===== src/rtl/scan_mux_if.sv =====
`default_nettype none
// +------------------------------------------------------------------------+
// | Module      : scan_mux_if                                              |
// | Description : Signal bundle for scan_mux. The master side drives the   |
// |               mode/select/enable/hold controls and the packed channel  |
// |               data; the slave side (the mux) returns the registered    |
// |               selection, its channel index, valid and wrap pulse.      |
// | Signals     : mode, sel_in, ch_en, hold, data_in  (master -> slave)    |
// |               out_data, out_ch, out_valid, wrap  (slave -> master)     |
// | Revision    : 1.0  initial release                                     |
// +------------------------------------------------------------------------+
interface scan_mux_if #(
   parameter int WIDTH    = 8,
   parameter int CHANNELS = 4,
   parameter int SEL_W    = 2
);
   logic                         mode;
   logic [SEL_W-1:0]             sel_in;
   logic [CHANNELS-1:0]          ch_en;
   logic                         hold;
   logic [CHANNELS*WIDTH-1:0]    data_in;
   logic [WIDTH-1:0]             out_data;
   logic [SEL_W-1:0]             out_ch;
   logic                         out_valid;
   logic                         wrap;

   modport master (
      output mode, sel_in, ch_en, hold, data_in,
      input  out_data, out_ch, out_valid, wrap
   );

   modport slave (
      input  mode, sel_in, ch_en, hold, data_in,
      output out_data, out_ch, out_valid, wrap
   );
endinterface
`default_nettype wire


===== src/rtl/scan_mux.sv =====
`default_nettype none
// +------------------------------------------------------------------------+
// | Module      : scan_mux                                                 |
// | Description : N-channel, W-bit registered multiplexer. In manual mode  |
// |               the external select picks the channel; in scan mode a    |
// |               pointer walks round-robin over the enabled channels,     |
// |               staying DWELL cycles on each.                            |
// | Ports       : clk        system clock, rising edge                     |
// |               rst        asynchronous reset, active-high               |
// |               bus.mode   0 = manual, 1 = scan                          |
// |               bus.sel_in manual channel index                          |
// |               bus.ch_en  per-channel enable mask                       |
// |               bus.hold   scan only: freeze pointer and dwell counter   |
// |               bus.data_in packed channel data                          |
// |               bus.out_data/out_ch/out_valid/wrap  registered results   |
// | Revision    : 1.0  initial release                                     |
// +------------------------------------------------------------------------+
module scan_mux #(
   parameter int WIDTH    = 8,
   parameter int CHANNELS = 4,
   parameter int SEL_W    = 2,
   parameter int DWELL    = 4
) (
   input  wire          clk,
   input  wire          rst,
   scan_mux_if.slave    bus
);

   localparam int CNT_W   = (DWELL > 1) ? $clog2(DWELL) : 1;
   localparam int SEL_N   = 2 ** SEL_W;

   localparam logic [CNT_W-1:0] C_CNT_LAST = CNT_W'(DWELL - 1);

   typedef enum logic [1:0] {
      ST_MANUAL = 2'd0,
      ST_SCAN   = 2'd1,
      ST_NONE   = 2'd2
   } state_t;

   state_t               state_q, state_d;
   logic [SEL_W-1:0]     ptr_q, ptr_d;
   logic [CNT_W-1:0]     cnt_q, cnt_d;
   logic [WIDTH-1:0]     out_data_q, out_data_d;
   logic [SEL_W-1:0]     out_ch_q, out_ch_d;
   logic                 out_valid_q, out_valid_d;
   logic                 wrap_q, wrap_d;

   // Channel data and enables widened to the full select range so any
   // SEL_W-bit index is in bounds; unused slots read as disabled/zero.
   logic [WIDTH-1:0]     w_ch [SEL_N];
   logic [SEL_N-1:0]     w_en_ext;
   logic                 w_sel_legal;
   logic [SEL_W-1:0]     w_ptr_inc;
   logic [SEL_W-1:0]     w_from_ptr;
   logic [SEL_W-1:0]     w_after_ptr;

   genvar gi;
   generate
      for (gi = 0; gi < SEL_N; gi++) begin : g_unpack
         if (gi < CHANNELS) begin : g_real
            assign w_ch[gi] = bus.data_in[gi*WIDTH +: WIDTH];
         end else begin : g_pad
            assign w_ch[gi] = '0;
         end
      end
   endgenerate

   // First enabled channel at or above 'start', searching circularly.
   function automatic logic [SEL_W-1:0] f_first_from(
      input logic [SEL_W-1:0]    start,
      input logic [CHANNELS-1:0] en
   );
      logic [SEL_W-1:0]    res;
      logic [CHANNELS-1:0] sh;
      logic                found;
      int                  idx;
      res   = start;
      found = 1'b0;
      for (int k = 0; k < CHANNELS; k++) begin
         idx = (int'(start) + k) % CHANNELS;
         sh  = en >> idx;
         if (!found && sh[0]) begin
            res   = SEL_W'(idx);
            found = 1'b1;
         end
      end
      return res;
   endfunction

   always_comb begin
      w_en_ext                 = '0;
      w_en_ext[CHANNELS-1:0]   = bus.ch_en;
      w_sel_legal              = (int'(bus.sel_in) < CHANNELS);
      w_ptr_inc                = (int'(ptr_q) >= CHANNELS - 1) ? '0 : ptr_q + SEL_W'(1);
      w_from_ptr               = f_first_from(ptr_q, bus.ch_en);
      w_after_ptr              = f_first_from(w_ptr_inc, bus.ch_en);
   end

   always_comb begin
      state_d     = ST_MANUAL;
      ptr_d       = ptr_q;
      cnt_d       = cnt_q;
      out_data_d  = out_data_q;
      out_ch_d    = out_ch_q;
      out_valid_d = 1'b0;
      wrap_d      = 1'b0;

      // Mode is re-evaluated every cycle straight from the inputs.
      if (!bus.mode) begin
         state_d = ST_MANUAL;
      end else if (|bus.ch_en) begin
         state_d = ST_SCAN;
      end else begin
         state_d = ST_NONE;
      end

      case (state_d)
         ST_MANUAL: begin
            cnt_d = '0;
            if (w_sel_legal) begin
               ptr_d = bus.sel_in;
               if (w_en_ext[bus.sel_in]) begin
                  out_data_d  = w_ch[bus.sel_in];
                  out_ch_d    = bus.sel_in;
                  out_valid_d = 1'b1;
               end
            end
         end

         ST_SCAN: begin
            if (state_q != ST_SCAN) begin
               // Entry: start on the pointer if enabled, else the next one up.
               ptr_d = w_from_ptr;
               cnt_d = '0;
            end else if (!w_en_ext[ptr_q]) begin
               // Current channel vanished; leave it at once, even under hold.
               ptr_d  = w_after_ptr;
               cnt_d  = '0;
               wrap_d = (w_after_ptr <= ptr_q);
            end else if (!bus.hold) begin
               if (cnt_q == C_CNT_LAST) begin
                  ptr_d  = w_after_ptr;
                  cnt_d  = '0;
                  wrap_d = (w_after_ptr <= ptr_q);
               end else begin
                  cnt_d = cnt_q + CNT_W'(1);
               end
            end
            out_data_d  = w_ch[ptr_d];
            out_ch_d    = ptr_d;
            out_valid_d = 1'b1;
         end

         default: begin
            cnt_d = '0;
         end
      endcase
   end

   always_ff @(posedge clk or posedge rst) begin
      if (rst) begin
         state_q     <= ST_MANUAL;
         ptr_q       <= '0;
         cnt_q       <= '0;
         out_data_q  <= '0;
         out_ch_q    <= '0;
         out_valid_q <= 1'b0;
         wrap_q      <= 1'b0;
      end else begin
         state_q     <= state_d;
         ptr_q       <= ptr_d;
         cnt_q       <= cnt_d;
         out_data_q  <= out_data_d;
         out_ch_q    <= out_ch_d;
         out_valid_q <= out_valid_d;
         wrap_q      <= wrap_d;
      end
   end

   assign bus.out_data  = out_data_q;
   assign bus.out_ch    = out_ch_q;
   assign bus.out_valid = out_valid_q;
   assign bus.wrap      = wrap_q;

endmodule
`default_nettype wire

===== src/flat_wrapper.sv =====
// flat-port wrapper written by rule: the top's interface ports become plain ports
module scan_mux_flat 
#(
   parameter int WIDTH    = 8,
   parameter int CHANNELS = 4,
   parameter int SEL_W    = 2,
   parameter int DWELL    = 4
)
  (clk, rst, bus_mode, bus_sel_in, bus_ch_en, bus_hold, bus_data_in, bus_out_data, bus_out_ch, bus_out_valid, bus_wrap);
  scan_mux_if #(.WIDTH(WIDTH), .CHANNELS(CHANNELS), .SEL_W(SEL_W)) bus_i ();
  input  wire clk;
  input  wire rst;
  input wire logic [$bits(bus_i.mode)-1:0] bus_mode;
  input wire logic [$bits(bus_i.sel_in)-1:0] bus_sel_in;
  input wire logic [$bits(bus_i.ch_en)-1:0] bus_ch_en;
  input wire logic [$bits(bus_i.hold)-1:0] bus_hold;
  input wire logic [$bits(bus_i.data_in)-1:0] bus_data_in;
  output wire logic [$bits(bus_i.out_data)-1:0] bus_out_data;
  output wire logic [$bits(bus_i.out_ch)-1:0] bus_out_ch;
  output wire logic [$bits(bus_i.out_valid)-1:0] bus_out_valid;
  output wire logic [$bits(bus_i.wrap)-1:0] bus_wrap;
  assign bus_i.mode = bus_mode;
  assign bus_i.sel_in = bus_sel_in;
  assign bus_i.ch_en = bus_ch_en;
  assign bus_i.hold = bus_hold;
  assign bus_i.data_in = bus_data_in;
  assign bus_out_data = bus_i.out_data;
  assign bus_out_ch = bus_i.out_ch;
  assign bus_out_valid = bus_i.out_valid;
  assign bus_wrap = bus_i.wrap;
  scan_mux #(.WIDTH(WIDTH), .CHANNELS(CHANNELS), .SEL_W(SEL_W), .DWELL(DWELL)) u_core (.clk(clk), .rst(rst), .bus(bus_i));
endmodule

===== config.mk =====
export PLATFORM = sky130hd
export DESIGN_NAME = scan_mux_flat
export DESIGN_NICKNAME = d
export VERILOG_FILES = /design/src/rtl/scan_mux_if.sv /design/src/rtl/scan_mux.sv /design/src/flat_wrapper.sv
export SDC_FILE = /design/constraint.sdc
export NUM_CORES = 1
export LEC_CHECK = 0
export CAP_MARGIN = 30
export CORE_UTILIZATION = 41
export DETAILED_ROUTE_END_ITERATION = 12
export PLACE_DENSITY = 0.73
export RECOVER_POWER = 25
export REMOVE_ABC_BUFFERS = 1
export SLEW_MARGIN = 10
export SYNTH_ARGS = -nofsm -noshare
export SYNTH_HDL_FRONTEND = slang
export SYNTH_SLANG_ARGS = --single-unit

===== constraint.sdc =====
create_clock -name clk -period 3.25 [get_ports clk]
set_input_delay 0.4875 -clock clk [delete_from_list [all_inputs] [get_ports clk]]
set_output_delay 0.4875 -clock clk [all_outputs]
set_load 0.005 [all_outputs]

==> summary.md <==
| Metric | Value |
|---|---|
| MaxCap Viol Count | 0 |
| Worst setup EP type | flop |
| EDFF count, synth | 0 |
| Largest net degree at the start of global routing | 19 |
| XOR/XNOR Fraction of Synth Area | 0% |
| Critical path buffers and inverters | 3 |
| YS warnings | 0 |
| Worst hold start | u_core.cnt_q[1]$_DFFE_PP0P_ |
| Hold Path Class | flop to flop |
| Fin. max-slew vios | 0 |
| CTS H-Tree Depth | 1 |
| Gr ovfl total | 0 |
| Reg-to-reg startpoint | u_core.ptr_q[0]$_DFFE_PP0P_ |
| Comb pwr share | 61.4% |
| IO buf count | 53 |
| Commonest non-fill, non-tap cell in the layout | clkdlybuf4s50_1 |
| Vias per inst | 5.81 |
| Cell mode on critical path | mux2i_1 |
| Wire length per cell | 16.0 µm |
| Cell Pwr Density | 483 nW/µm² |
| Layout Skew | 0.00159 ns |
| Core ar. | 4470 µm² |
| Sw frac | 37.4% |
| Die Wd | 71.2 µm |
| Hold-fix buffer count after cts | 0 |
| Synth Instances | 214 |
| Syn Area/Cell | 9.17 µm² |
| CTS Sinks | 18 |
| Post-CTS Resized | 0 |
| Share of total power in the clock network | 14.7% |
| Clk root buf | clkbuf_8 |
| Top cell type's share of synthesized area | 23.0% |
| # diodes | 0 |
| Post-synthesis adder-cell area fraction | 3.83% |
| Worst setup path class | input port to flop |
| Status | finished, final reports clean |
| Setup crit start kind | input port |
| Starting Density | 43.8% |
| Commonest cells after routing, fill and taps aside | clkdlybuf4s50_1 (52), nand2_1 (22), mux2i_1 (21) |
| Seq cells post-synth | 18 |
| Post-synth top area cell | dfrtp_1 |
| # setup viols final | 0 |
| First-pass DRT Iterations | 7 |
| Critical Path RT | 3.37 ns |
| R2r setup slk | 0.39 ns |
| Placer Congestion | 0.838 |
| CTS Buf Count | 3 |
| Fin nets | 321 |
| Synth Flop Type | dfrtp_1 |
| Crit path DAT | 3.06 ns |
| IO Pins | 54 |
| Relative slew margins | 50.8% |
| Simple-Gate Fraction of Synth Area | 20.4% |
| CP top delay family | buffers and inverters |
| Final hold vios | 0 |
| Post-route setup slack | 0.316 ns |
| Seq/Total Area, Yosys | 23.0% |
| Largest family of logic cells by synthesized area | multiplexers |
| Cell Area, Synth | 1960 µm² |
| Dominant cells by area after synthesis | dfrtp_1 (23%), mux4_2 (11%), mux2i_1 (11%) |
| Worst-Skew Late Latency | 0.26 ns |
| RSZ-0062 raised after global routing | no |
| Routed Antenna Nets | 0 |
| Sw power | 478 µW |
| VDD IR-drop max | 0.000341 V |
| Vias in the first global route | 1809 |
| Pint | 800 µW |
| Die area | 5070 µm² |
| Crit-path max cell delay | 0.58 ns |
| Flop pwr share | 23.8% |
| Worst Hold End | u_core.cnt_q[1]$_DFFE_PP0P_ |
| Compound-Gate Fraction of Synth Area | 20.5% |
| Fmax | 341 MHz |
| Worst Path Max Fanout | 12 |
| Total GRT Usage | 21.4% |
| Reg2reg end | u_core.bus.out_data[7]$_DFFE_PP0P_ |
| Period minus WS final | 2.93 ns |
| Multi-input logic area | 1370 µm² |
| Crit path cell chain | clkdlybuf4s50_1, mux2_4, mux2i_1, and2b_1, o21a_2, nor3_2, buf_4, buf_12, mux2i_1, o221ai_1 |
| Dpl cell area | 2590 µm² |
| Finished Cell Area | 2650 µm² |
| DRT iter0 DRCs | 106 |
| Share of layout cells above drive strength 1 | 18.0% |
| Distinct cells, synth | 55 |
| Post-Route WL | 5.19 mm |
| Least-Margin Pin Slew | 0.738 ns |
| Row Count | 24 |
| CTS tree | built |
| Post-DP HPWL | 4.05 mm |
| Via count | 1884 |
| Hold slack final | 0.534 ns |
| Die height | 71.2 µm |
| Filler instances | 401 |
| First-pass GRT wire length | 8.48 mm |
| Tcrit/Tclk final | 90.3% |
| Post-route DRC | 0 |
| Area grow syn2layout | 34.9% |
| Worst-path clk slew | 0.07 ns |
| Worst slack, placed | 0.0817 ns |
| Post-synth ARST share | 100% |
| Cell count of the worst hold path | 2 |
| Cell count of the worst reg-to-reg path | 11 |
| # Post-CTS Setup Buffers | 0 |
| Mux contribution to synthesized area | 24.9% |
| Reg area | 450 µm² |
| Antenna violations before repair | 0 |
| CTS max path bufs | 2 |
| Leak | 1.13 nW |
| Worst path slowest cell | clkdlybuf4s50_1 |
[how the worst max path moves through the flow]
stage / startpoint / end / slack [ns] / cells past startpoint
floorplan: u_core.ptr_q[0]$_DFFE_PP0P_ / u_core.bus.out_data[7]$_DFFE_PP0P_ / -0.58 / 9
global placement: bus_ch_en[2] / u_core.bus.out_data[7]$_DFFE_PP0P_ / 0.14 / 7
detailed placement: bus_ch_en[2] / u_core.bus.out_data[4]$_DFFE_PP0P_ / 0.08 / 10
CTS: bus_ch_en[2] / u_core.bus.out_data[2]$_DFFE_PP0P_ / 0.35 / 10
global route: bus_ch_en[2] / u_core.bus.out_data[3]$_DFFE_PP0P_ / 0.21 / 8
finish: bus_ch_en[2] / u_core.bus.out_data[2]$_DFFE_PP0P_ / 0.32 / 10
[cell type report]
| type | instances | share of cell area (%) |
|---|---|---|
| Sequential cell | 18 | 17.0 |
| Inverter | 9 | 1.28 |
| Timing Repair Buffer | 71 | 25.6 |
| Tap cell | 52 | 2.46 |
| Clock buffer | 4 | 2.08 |
| Multi-Input combinational cell | 170 | 51.6 |
[registers in the layout, indices dropped and copies added (netlist names)]
name / flops
u_core.bus.out_ch: 2
u_core.bus.out_data: 8
u_core.bus.out_valid: 1
u_core.bus.wrap: 1
u_core.cnt_q: 2
u_core.ptr_q: 2
u_core.state_q: 2
[power groups by stage]
| stage | combinational (mW) | clock, mW | sequential [mW] |
|---|---|---|---|
| finish | 0.785 | 0.188 | 0.305 |
| global route | 0.852 | 0.200 | 0.310 |
| CTS | 0.783 | 0.192 | 0.305 |
| detailed placement | 0.778 | 0 | 0.309 |
| global placement | 0.771 | 0 | 0.308 |
| floorplan | 0.439 | 0 | 0.325 |
[worst reg2reg max path, delay by kind of cell (launching register included)]
| kind | cells | cell delay (ns) |
|---|---|---|
| buf+inv | 3 | 0.48 |
| mux | 1 | 0.30 |
| compound gates | 4 | 1.00 |
| fa+ha+maj | 1 | 0.34 |
| flops | 1 | 0.38 |
| simple gates | 2 | 0.27 |
[metal layers]
layer	GRT usage, %	vias to the layer above	share of wire, %
li1	-	927	-
met3	3.13	4	3.5
met5	0	-	0
met4	4.00	0	0.48
met1	30.3	907	48
met2	35.0	46	48
[per-stage QoR]
| step | TNS (ns) | utilization, % | power (mW) | std cells |
|---|---|---|---|---|
| 2_1_floorplan | -4.21 | - | 0.764 | 197 |
| 3_3_place_gp | 0 | 57.9 | 1.08 | 320 |
| 3_5_place_dp | 0 | 57.9 | 1.09 | 320 |
| 4_1_cts | 0 | 59.2 | 1.28 | 324 |
| 5_1_grt | 0 | 59.2 | 1.36 | 324 |
| 6_report | 0 | 59.2 | 1.28 | 324 |
[cells in the mapped netlist, types with 3 or more instances]
master	number
o21ai_0	14
dfrtp_1	18
inv_1	7
buf_6	3
mux2i_1	21
nand2_1	22
clkbuf_1	9
ha_1	6
mux4_2	10
o221ai_1	8
or2_1	3
a31oi_1	5
nor4_1	5
nor2_1	12
nor3_1	4
a21oi_1	10
nand2b_1	8
[cell families (layout without fill, tap and decap cells)]
family | after synthesis | count (layout)
simple gates | 72 | 72
compound gates | 57 | 57
mux | 35 | 35
buf+inv | 26 | 84
flops | 18 | 18
fa+ha+maj | 6 | 6
Note: power is estimated with default switching activity, not from simulation.
